[src/rtl/obstacle_pkg.sv]
// Shared types and constants for the obstacle engine.
//   level_cfg_t : per-level obstacle speed, spawn period and spawn row
//   LEVEL_CFG   : 20-entry level table, indexed by the decoded level number
//   state_t     : engine state (IDLE, RUN, DEAD)
//   lowest_set  : one-hot-ish level enable decode, lowest set bit wins
package obstacle_pkg;

  localparam int SCREEN_H = 480;
  localparam int N_LEVELS = 20;

  typedef struct packed {
    logic [3:0] speed;    // px moved left per frame
    logic [7:0] period;   // frames between spawns
    logic [9:0] spawn_y;  // row used when the LFSR is not built
  } level_cfg_t;

  typedef enum logic [1:0] {
    IDLE = 2'd0,
    RUN  = 2'd1,
    DEAD = 2'd2
  } state_t;

  localparam level_cfg_t LEVEL_CFG [N_LEVELS] = '{
    '{4'd4,  8'd4,   10'd200},
    '{4'd6,  8'd200, 10'd300},
    '{4'd3,  8'd40,  10'd100},
    '{4'd4,  8'd32,  10'd150},
    '{4'd5,  8'd30,  10'd250},
    '{4'd5,  8'd24,  10'd350},
    '{4'd6,  8'd24,  10'd50},
    '{4'd6,  8'd20,  10'd400},
    '{4'd7,  8'd20,  10'd120},
    '{4'd7,  8'd18,  10'd220},
    '{4'd8,  8'd18,  10'd320},
    '{4'd8,  8'd16,  10'd420},
    '{4'd9,  8'd16,  10'd80},
    '{4'd9,  8'd14,  10'd180},
    '{4'd10, 8'd14,  10'd280},
    '{4'd10, 8'd12,  10'd380},
    '{4'd11, 8'd12,  10'd60},
    '{4'd12, 8'd10,  10'd160},
    '{4'd13, 8'd10,  10'd260},
    '{4'd15, 8'd8,   10'd360}
  };

  // Index of the lowest set bit; 0 when no bit is set (caller treats that as IDLE).
  function automatic logic [4:0] lowest_set(input logic [19:0] v);
    logic [4:0] idx;
    idx = 5'd0;
    for (int i = 19; i >= 0; i--) begin
      if (v[i]) idx = 5'(i);
      else      idx = idx;
    end
    return idx;
  endfunction

endpackage

[src/rtl/obstacle_lfsr.sv]
// 16-bit Galois LFSR, polynomial x^16+x^14+x^13+x^11+1, seed 16'hACE1.
// Only built when OBSTACLE_LFSR_EN is defined.
//   clk, reset : clock, asynchronous active-high reset (reseeds)
//   en         : advance one step this cycle
//   value      : current LFSR state
module obstacle_lfsr (
  input  logic        clk,
  input  logic        reset,
  input  logic        en,
  output logic [15:0] value
);

  // LFSR state: right-shifting Galois form, taps 0xB400.
  always_ff @(posedge clk or posedge reset) begin
    if (reset) begin
      value <= 16'hACE1;
    end else if (en) begin
      value <= {1'b0, value[15:1]} ^ (value[0] ? 16'hB400 : 16'h0000);
    end else begin
      value <= value;
    end
  end

endmodule

[src/rtl/obstacle_engine.sv]
// Obstacle engine: runs a fixed pool of obstacle slots once per frame_tick
// (spawn at the right edge, move left, retire off the left edge), counts
// frames and dodged obstacles, and flags player/obstacle overlap.
// Optional feature: define OBSTACLE_LFSR_EN to draw spawn rows from a
// 16-bit LFSR instead of the per-level table value.
// Ports:
//   clk, reset        clock, asynchronous active-high reset
//   frame_tick        1-cycle pulse per video frame
//   level_sel[19:0]   level enables, lowest set bit selects the level
//   menu_screen       sequencer in menu (forces IDLE)
//   win_screen        sequencer in win screen (forces IDLE)
//   player_x/y[9:0]   player top-left corner
//   game_time[10:0]   frames since run start, saturating
//   obj_count[10:0]   obstacles retired, saturating
//   player_died       1-cycle pulse, two cycles after the colliding tick
//   obj_valid/obj_x/obj_y  slot table for the renderer, slot i at [10i+:10]
module obstacle_engine
  import obstacle_pkg::*;
#(
  parameter int N_OBJ    = 8,
  parameter int SCREEN_W = 640,
  parameter int OBJ_W    = 16,
  parameter int PLAYER_W = 16
) (
  input  logic                 clk,
  input  logic                 reset,
  input  logic                 frame_tick,
  input  logic [19:0]          level_sel,
  input  logic                 menu_screen,
  input  logic                 win_screen,
  input  logic [9:0]           player_x,
  input  logic [9:0]           player_y,
  output logic [10:0]          game_time,
  output logic [10:0]          obj_count,
  output logic                 player_died,
  output logic [N_OBJ-1:0]     obj_valid,
  output logic [10*N_OBJ-1:0]  obj_x,
  output logic [10*N_OBJ-1:0]  obj_y
);

  localparam int IW = (N_OBJ > 1) ? $clog2(N_OBJ) : 1;

  state_t            state_r, state_nxt;
  logic              idle_cond;
  logic              clear;
  logic              run_tick;
  level_cfg_t        cfg;
  logic [9:0]        spawn_y;

  logic [N_OBJ-1:0]  valid_r, valid_nxt;
  logic [9:0]        x_r [N_OBJ];
  logic [9:0]        y_r [N_OBJ];
  logic [9:0]        x_nxt [N_OBJ];
  logic [9:0]        y_nxt [N_OBJ];
  logic [7:0]        spawn_cnt_r, spawn_cnt_nxt;
  logic              spawn_due;
  logic [IW-1:0]     spawn_slot;
  logic              free_found;
  logic [4:0]        retire_cnt;
  logic [11:0]       count_sum;
  logic              moved_r;
  logic              hit;
  logic              died_nxt;

  // Half of the 11-bit box test: object span [o, o+OBJ_W) vs player span [p, p+PLAYER_W).
  function automatic logic spans_overlap(input logic [9:0] o, input logic [9:0] p);
    logic [10:0] o_w, p_w;
    o_w = {1'b0, o};
    p_w = {1'b0, p};
    return (o_w < p_w + 11'(PLAYER_W)) && (p_w < o_w + 11'(OBJ_W));
  endfunction

  assign idle_cond = menu_screen | win_screen | (level_sel == 20'd0);
  assign cfg       = LEVEL_CFG[lowest_set(level_sel)];
  // Ticks only count in RUN; a flag raised in the same cycle wins and clears.
  assign run_tick  = (state_r == RUN) && !idle_cond && frame_tick;
  assign clear     = (state_r != RUN) || idle_cond;

`ifdef OBSTACLE_LFSR_EN
  logic [15:0] lfsr_value;
  logic [9:0]  lfsr_low;

  obstacle_lfsr u_lfsr (
    .clk   (clk),
    .reset (reset),
    .en    (run_tick),
    .value (lfsr_value)
  );

  // lfsr_low < 2*(SCREEN_H-OBJ_W), so one conditional subtract is the modulo.
  assign lfsr_low = {1'b0, lfsr_value[8:0]};
  assign spawn_y  = (lfsr_low >= 10'(SCREEN_H - OBJ_W)) ? (lfsr_low - 10'(SCREEN_H - OBJ_W))
                                                        : lfsr_low;
`else
  assign spawn_y = cfg.spawn_y;
`endif

  // Spawn timing: counter reloads on every due tick, even if the spawn is dropped.
  always_comb begin
    spawn_due     = ({1'b0, spawn_cnt_r} + 9'd1) >= {1'b0, cfg.period};
    spawn_cnt_nxt = spawn_due ? 8'd0 : (spawn_cnt_r + 8'd1);
  end

  // Per-tick slot update: move/retire every valid slot, then spawn into the
  // lowest slot that was already free before this tick.
  always_comb begin
    valid_nxt  = valid_r;
    x_nxt      = x_r;
    y_nxt      = y_r;
    retire_cnt = 5'd0;
    spawn_slot = '0;
    free_found = 1'b0;
    for (int i = 0; i < N_OBJ; i++) begin
      if (!valid_r[i] && !free_found) begin
        spawn_slot = IW'(i);
        free_found = 1'b1;
      end else begin
        free_found = free_found;
      end
    end
    for (int i = 0; i < N_OBJ; i++) begin
      if (valid_r[i]) begin
        if (x_r[i] < {6'd0, cfg.speed}) begin
          valid_nxt[i] = 1'b0;
          retire_cnt   = retire_cnt + 5'd1;
        end else begin
          x_nxt[i] = x_r[i] - {6'd0, cfg.speed};
        end
      end else begin
        valid_nxt[i] = 1'b0;
      end
    end
    if (spawn_due && free_found) begin
      valid_nxt[spawn_slot] = 1'b1;
      x_nxt[spawn_slot]     = 10'(SCREEN_W);
      y_nxt[spawn_slot]     = spawn_y;
    end else begin
      valid_nxt = valid_nxt;
    end
    count_sum = {1'b0, obj_count} + {7'd0, retire_cnt};
  end

  // Overlap test against the current (already moved) slot positions.
  always_comb begin
    hit = 1'b0;
    for (int i = 0; i < N_OBJ; i++) begin
      if (valid_r[i] && spans_overlap(x_r[i], player_x) && spans_overlap(y_r[i], player_y)) begin
        hit = 1'b1;
      end else begin
        hit = hit;
      end
    end
    // Only the cycle right after a move is checked, giving tick + 2 for the pulse.
    died_nxt = moved_r && hit;
  end

  // Next-state logic.
  always_comb begin
    state_nxt = state_r;
    case (state_r)
      IDLE: begin
        if (idle_cond) state_nxt = IDLE;
        else           state_nxt = RUN;
      end
      RUN: begin
        if (idle_cond)     state_nxt = IDLE;
        else if (died_nxt) state_nxt = DEAD;
        else               state_nxt = RUN;
      end
      DEAD: begin
        if (idle_cond) state_nxt = IDLE;
        else           state_nxt = RUN;
      end
      default: state_nxt = IDLE;
    endcase
  end

  // State register.
  always_ff @(posedge clk or posedge reset) begin
    if (reset) state_r <= IDLE;
    else       state_r <= state_nxt;
  end

  // Slot table, counters and collision pulse.
  always_ff @(posedge clk or posedge reset) begin
    if (reset) begin
      valid_r     <= '0;
      spawn_cnt_r <= 8'd0;
      game_time   <= 11'd0;
      obj_count   <= 11'd0;
      player_died <= 1'b0;
      moved_r     <= 1'b0;
      for (int i = 0; i < N_OBJ; i++) begin
        x_r[i] <= 10'd0;
        y_r[i] <= 10'd0;
      end
    end else if (clear) begin
      valid_r     <= '0;
      spawn_cnt_r <= 8'd0;
      game_time   <= 11'd0;
      obj_count   <= 11'd0;
      player_died <= 1'b0;
      moved_r     <= 1'b0;
      for (int i = 0; i < N_OBJ; i++) begin
        x_r[i] <= 10'd0;
        y_r[i] <= 10'd0;
      end
    end else begin
      player_died <= died_nxt;
      moved_r     <= run_tick;
      if (run_tick) begin
        valid_r     <= valid_nxt;
        spawn_cnt_r <= spawn_cnt_nxt;
        game_time   <= (game_time == 11'd2047) ? game_time : (game_time + 11'd1);
        obj_count   <= (count_sum > 12'd2047) ? 11'd2047 : count_sum[10:0];
        for (int i = 0; i < N_OBJ; i++) begin
          x_r[i] <= x_nxt[i];
          y_r[i] <= y_nxt[i];
        end
      end else begin
        valid_r <= valid_r;
      end
    end
  end

  assign obj_valid = valid_r;

  for (genvar g = 0; g < N_OBJ; g++) begin : g_pack
    assign obj_x[10*g +: 10] = x_r[g];
    assign obj_y[10*g +: 10] = y_r[g];
  end

endmodule

[config.mk]
export PLATFORM = sky130hd
export DESIGN_NAME = obstacle_engine
export DESIGN_NICKNAME = d
export VERILOG_FILES = /design/src/rtl/obstacle_pkg.sv /design/src/rtl/obstacle_lfsr.sv /design/src/rtl/obstacle_engine.sv
export SDC_FILE = /design/constraint.sdc
export NUM_CORES = 1
export LEC_CHECK = 0
export CAP_MARGIN = 20
export CELL_PAD_IN_SITES_DETAIL_PLACEMENT = 2
export CELL_PAD_IN_SITES_GLOBAL_PLACEMENT = 2
export CORE_ASPECT_RATIO = 2
export CORE_MARGIN = 10
export CORE_UTILIZATION = 38
export CTS_CLUSTER_DIAMETER = 80
export DETAILED_ROUTE_END_ITERATION = 7
export GPL_ROUTABILITY_DRIVEN = 0
export PLACE_DENSITY_LB_ADDON = 0.12
export SYNTH_ARGS = -nofsm -noshare
export SYNTH_HDL_FRONTEND = slang
export SYNTH_SLANG_ARGS = --single-unit
[constraint.sdc]
create_clock -name clk -period 20.5 [get_ports clk]
set_clock_uncertainty 0.1 [all_clocks]
set_input_delay 4.1 -clock clk [delete_from_list [all_inputs] [get_ports clk]]
set_output_delay 4.1 -clock clk [all_outputs]
set_load 0.02 [all_outputs]
## Yosys cells after proc, flatten, opt, wreduce, memory -nomap -nowiden

Memory sizes are Yosys's and may differ from the RTL's.
Index checks and enable logic that the tools add are counted.

| storage, ports and cells | value |
|---|---|
| register bits | 202 |
| word-level logic and storage cells | 310 |
| output and inout port bits | 191 |
| memory bits (read-only) | 704 |
| input port bits | 45 |
| memories kept | 1 |

| operators by class | value |
|---|---|
| bitwise gates (word level) | 8 |
| $lt $le $gt $ge | 47 |
| equal/unequal tests | 5 |
| muxes and demuxes | 122 |
| $add $sub $neg | 37 |
| reductions and logical operators | 67 |

Memory list:

| name | words | width | read ports | clocked after memory_dff | write ports | RTL line | RTL |
|---|---|---|---|---|---|---|---|
| (no name shown) | 32 | 22 | 1 | 0 | 0 | obstacle_engine.sv:74 | `assign cfg = LEVEL_CFG[lowest_set(level_sel)];` |

Operators by type and width:

| operator | count |
|---|---|
| 80-bit 2-to-1 mux | 6 |
| 10-bit by 11-bit < comparator with 1-bit output | 32 |
| 10-bit by 5-bit adder with 11-bit output, second input constant | 18 |
| 10-bit 2-to-1 mux | 17 |
| 5-bit 2-to-1 mux | 34 |
| 80-bit bitwise mux | 1 |
| 10-bit by 4-bit < comparator with 1-bit output | 8 |
| 10-bit by 4-bit subtractor with 10-bit output | 8 |
| 11-bit 2-to-1 mux | 6 |
| 64-bit bitwise AND | 1 |
| 64-bit inverter | 1 |
| 8-bit 2-to-1 mux | 6 |
| 1-bit logical AND | 45 |
| 22-bit 2-to-1 mux | 2 |
| 1-bit 2-to-1 mux | 39 |
| 5-bit by 1-bit adder with 5-bit output, second input constant | 7 |
| 10-bit demux with 3-bit select | 1 |
| 20-bit logical NOT | 1 |
| 3-bit 2-to-1 mux | 6 |
| 16-bit OR | 1 |
| 1-bit logical NOT | 14 |
| 11-bit by 5-bit adder with 12-bit output | 1 |
| 12-bit by 11-bit greater-than comparator with 1-bit output, second input constant | 1 |
| 11-bit by 1-bit adder with 11-bit output, second input constant | 1 |
| 25 further kinds | 29 |

## Longest topological paths before layout

| depth | value |
|---|---|
| depth after elaboration | 53 |
| mapped depth | 49 |
| mapped depth without buffers | 49 |

## Least setup slack after synthesis

No wires, ideal clock.

| timing | value |
|---|---|
| kind | input to register |
| from | input port level_sel[17] |
| to | register obj_count[6] |
| setup slack | 6611 ps |
| required time | 20306 ps |
| data arrival time | 13695 ps |
| path buffers | 0 |
| stages | 47 |
| library setup time | 94 ps |
| cells stage by stage | nor2_1 -> o21ai_0 -> a211oi_1 -> nor3_1 -> nor3_1 -> o31ai_1 -> a211oi_1 -> inv_1 -> ha_1 -> nor2_1 -> a21oi_1 -> o21ai_0 -> fa_1 -> nand2b_1 -> o2bb2ai_1 -> nand3_1 -> inv_1 -> nand2_1 -> [11 not listed] -> ha_1 -> nor2_1 -> a31oi_1 -> ha_1 -> mux2_2 -> ha_1 -> nand2_1 -> maj3_1 -> a41oi_1 -> mux2i_1 -> xnor2_1 -> ha_1 -> nand2_1 -> o21ai_0 -> and3_1 -> nand3_1 -> and3_1 -> a211oi_1 |

| between the ends | value |
|---|---|
| cells in the longest elaborated chain, start to end | 51 |
| elaborated cells between the ends (all ways) | 65 |
| those cells by class | 8 x add/sub; 9 x order compare; 39 x mux; 2 x bitwise; 6 x reduce/logical; 1 x memory |

RTL lines:

| item | RTL line | RTL |
|---|---|---|
| start: declaration | obstacle_engine.sv:28 | `input logic [19:0] level_sel,` |
| 5-bit 2-to-1 mux (18 in series) | obstacle_pkg.sv:51 | `if (v[i]) idx = 5'(i);` |
| 5-bit inverter with 6-bit output (implied by the code) | obstacle_engine.sv:74 |  |
| memory read 32 x 22 bit | - |  |
| 22-bit 2-to-1 mux (implied by the code) (2 in series) | obstacle_engine.sv:74 |  |
| 10-bit by 4-bit < comparator with 1-bit output | obstacle_engine.sv:123 | `if (x_r[i] < {6'd0, cfg.speed}) begin` |
| 1-bit 2-to-1 mux | obstacle_engine.sv:123 |  |
| 1-bit 2-to-1 mux | obstacle_engine.sv:122 | `if (valid_r[i]) begin` |
| 5-bit by 1-bit adder with 5-bit output | obstacle_engine.sv:125 | `retire_cnt = retire_cnt + 5'd1;` |
| [17 not listed] | - |  |
| 5-bit by 1-bit adder with 5-bit output | obstacle_engine.sv:125 |  |
| 5-bit 2-to-1 mux | obstacle_engine.sv:123 |  |
| 5-bit 2-to-1 mux | obstacle_engine.sv:122 |  |
| 11-bit by 5-bit adder with 12-bit output | obstacle_engine.sv:140 | `count_sum = {1'b0, obj_count} + {7'd0, retire_cnt};` |
| 12-bit by 11-bit greater-than comparator with 1-bit output | obstacle_engine.sv:215 | `obj_count <= (count_sum > 12'd2047) ? 11'd2047 : count_sum[10:0];` |
| 11-bit 2-to-1 mux | obstacle_engine.sv:215 |  |
| 11-bit 2-to-1 mux | obstacle_engine.sv:211 | `if (run_tick) begin` |
| 11-bit 2-to-1 mux | obstacle_engine.sv:197 | `end else if (clear) begin` |
| end signal: assignment | obstacle_engine.sv:215 |  |
| end: declaration | obstacle_engine.sv:34 | `output logic [10:0] obj_count,` |

Several ways; a longest one is shown, not always the timed one. The select of a mux whose other input is x is not followed.
A chain may end at the register's enable or synchronous reset.

## Final worst setup path

| timing | value |
|---|---|
| from | input port level_sel[17] |
| to | register obj_count[8] |

Same word-level chain as after synthesis.

==> flow_summary.yaml <==
clocking:
  numClockSinks: 186
  cts_tree: "built"
  post-cts-setup-buffer-count: 0
  clock_latency_ps: 490
  cts-root-buf: "clkbuf_16"
  cts_hold_buf: 0
  cts-resized-gates: 0
  numCtsBuffers: 17
  cts-htree-levels: 4
  clk_pin_slew_ps: 90
  cts_buffer_depth: 2
sta:
  min_period_ps: 14320
  period_share_pct: 69.8
  fmax_ghz: 0.0699
  setup_viol: 0
  tightest_slew_ps: 1140
  setup_ws_ps: 6180
  maxSlewHeadroom_pct: 23.5
  tns_ps: 0
  drv_slew: 0
  rsz0062_at_grt: "no"
  final-hold-violation-count: 0
grt:
  grt_usage_pct: 28.1
  grtUsageMet2_pct: 49.9
  grt_pass1_vias: 20200
  gr-max-usage-layer: "met2"
  grt_util_met1_pct: 31.7
  antenna_found_initial: 0
  met3_usage_pct: 4.01
  gr-total-overflow: 0
  grt_max_degree: 123
  grt_pass1_wl_um: 127000
floorplanning:
  dieArea_um2: 59000
  initial_core_util_pct: 38.2
  rows: 115
  ios: 236
  core_area_um2: 48900
  fp.dieH_um: 334
  die_w_um: 177
run:
  maxCapViolations: 0
route:
  first_pass_iters: 5
  drtIter0Drc: 1023
  drc: 0
  vias_per_cell: 5.99
  drt-total-wl_um: 83400
  post_drt_wl_per_cell_um: 27.1
  vias: 18400
  antenna_left: 0
worst_setup_path:
  cp-end-kind: "flop"
  cpPeakStageDelay_ps: 450
  crit_type: "input pin to flop"
  cp_max_fo: 11
  crit_top_cell: "ha_1"
  critPathLaunchType: "input pin"
  cp_slowest_cell: "clkdlybuf4s50_1"
  arrival_ps: 14610
  worstPathRequired_ps: 20790
placed_design:
  portBuffers: 219
  dpl_cell_area_um2: 21700
  pre_cts_ws_ps: 5640
  place_inst: 3043
  dpl.hpwl_um: 64300
synth:
  syn_avg_cell_area_um2: 8.51
  synth_edf_count: 0
  yosysWarnings: 0
  syn-instance-count: 2198
  yosysUniqueCellTypes: 90
  ys_seq_elements: 186
  async_flop_share_pct: 100
  synth_seq_area_share_pct: 24.9
  synth_flop_cell: "dfrtp_1"
  synth_area_um2: 18700
finish:
  fin_area_um2: 22300
  seq_area_um2: 4650
  multi_input_area_um2: 13200
  syn2layout_area_growth_pct: 19.2
  finalNonFillerCells: 3076
  nFillCells: 5452
  layout.nets: 2827
  drive_gt1_share_pct: 4.36
hold_path:
  hp-class: "flop to flop"
power_and_ir_drop:
  total_power_mw: 0.897
  power_density_nw_per_um2: 40.2
  ir_worst_vdd_mv: 0.0590
  leakage_nw: 9.90
outcome:
  status: "completed"
## stage by stage
| stage | hold WS (ps) | util (%) |
|---|---|---|
| 2_1_floorplan | 323 | - |
| 3_3_place_gp | 353 | 44.4 |
| 3_5_place_dp | 360 | 44.4 |
| 4_1_cts | 375 | 45.6 |
| 5_1_grt | 409 | 45.6 |
| 6_report | 371 | 45.6 |
## critical path, delay by kind of cell
family	cells	cell delay, ps
AOI/OAI and AO/OA	15	2910
muxes	3	640
adders and majority gates	10	3190
xor gates and xnor gates	1	170
and+or+nand+nor	14	2190
buffers and inverters	7	1400
## sequential cells by signal, indices dropped and copies added (netlist names)
register / count
state_r: 2
obj_y: 64
moved_r: 1
spawn_cnt_r: 8
player_died: 1
obj_x: 80
obj_valid: 8
game_time: 11
obj_count: 11
## layout by cell type (no fill, tap or decap), types with 28 or more instances in the layout
master	count
ha_1	354
clkdlybuf4s50_1	218
o21ai_0	202
dfrtp_1	186
nand2_1	184
a21oi_1	154
inv_1	138
nor2_1	129
nand3_1	99
xor2_1	64
nand2b_1	56
a22o_1	45
xnor2_1	43
a21o_1	42
o21a_1	40
buf_4	38
nor3_1	36
a211oi_1	32
and3_1	32
nor2b_1	28
## routing by layer
layer	up-vias	part of all wire, %
met1	9403	39
met2	450	51
met4	0	5.2
met3	150	4.0
li1	8421	-
met5	-	0
## cells in the mapped netlist, types with 6 or more instances
library cell | instances | area share, %
nand2_1 | 184 | 3.7
a22o_1 | 45 | 2.1
o211ai_1 | 10 | 0.40
nor2b_1 | 28 | 0.94
clkbuf_1 | 35 | 0.70
xor2_1 | 64 | 3.0
a21oi_1 | 154 | 4.1
nor4_1 | 27 | 0.90
nand4_1 | 16 | 0.54
nand3_1 | 99 | 2.6
xnor2_1 | 44 | 2.1
nor3b_1 | 6 | 0.24
a211oi_1 | 32 | 1.3
nand2b_1 | 56 | 1.9
inv_1 | 139 | 2.8
buf_2 | 6 | 0.16
a2111oi_0 | 7 | 0.33
o22ai_1 | 7 | 0.23
or3_1 | 10 | 0.33
nor3_1 | 37 | 0.99
mux2i_1 | 7 | 0.37
ha_1 | 354 | 24
a21o_1 | 42 | 1.7
dfrtp_1 | 186 | 25
o31ai_1 | 14 | 0.56
buf_4 | 16 | 0.64
o21a_1 | 40 | 1.6
a211o_1 | 8 | 0.37
buf_1 | 8 | 0.16
o21ai_0 | 204 | 5.5
a31oi_1 | 25 | 0.84
and3_1 | 32 | 1.1
nor2_1 | 129 | 2.6
and2_1 | 10 | 0.33
o2111ai_1 | 8 | 0.37
fa_1 | 9 | 0.96
## report_power, final
group	internal, mW	leakage, nW	switching [mW]
registers	0.367	2.60	0.000975
logic	0.0578	7.01	0.112
clock network	0.176	0.288	0.183
## path summary, 6_finish.rpt
| path | start | cells past startpoint | slack (ps) | end |
|---|---|---|---|---|
| setup / recovery | level_sel[17] | 50 | 6180 | obj_count[8]$_DFFE_PP0N_ |
| hold / removal | state_r[0]$_DFF_PP0_ | 1 | 370 | state_r[0]$_DFF_PP0_ |
| setup reg to reg | obj_x[0]$_DFFE_PP0N_ | 37 | 12010 | obj_count[8]$_DFFE_PP0N_ |
| hold reg to reg | state_r[0]$_DFF_PP0_ | 1 | 370 | state_r[0]$_DFF_PP0_ |
| max in group asynchronous | reset | 3 | 14610 | obj_y[25]$_DFFE_PP0P_ |
| min in group asynchronous | reset | 2 | 4110 | obj_valid[6]$_DFFE_PP0N_ |
## cell families (layout without fill, tap and decap cells)
family,count (synthesis),after routing,share of synthesized area (%)
other cells,1,17,0.0200
buf+inv,210,429,4.74
xor+xnor,112,112,5.53
flops,186,186,24.9
simple gates,665,665,17.6
fa+ha+maj,365,365,24.8
compound gates,650,650,21.9
mux,9,9,0.495
## final cells by class
cell class	count	share of cell area [%]
timing repair buffer	257	11.1
antenna	1	0.0112
clock buffer	18	1.97
inverter	140	2.39
sequential	186	20.9
tap	643	3.61
multi-input combinational	1817	59.4
clock inverter	14	0.673
No activity file was read; power rests on OpenSTA's default activity.
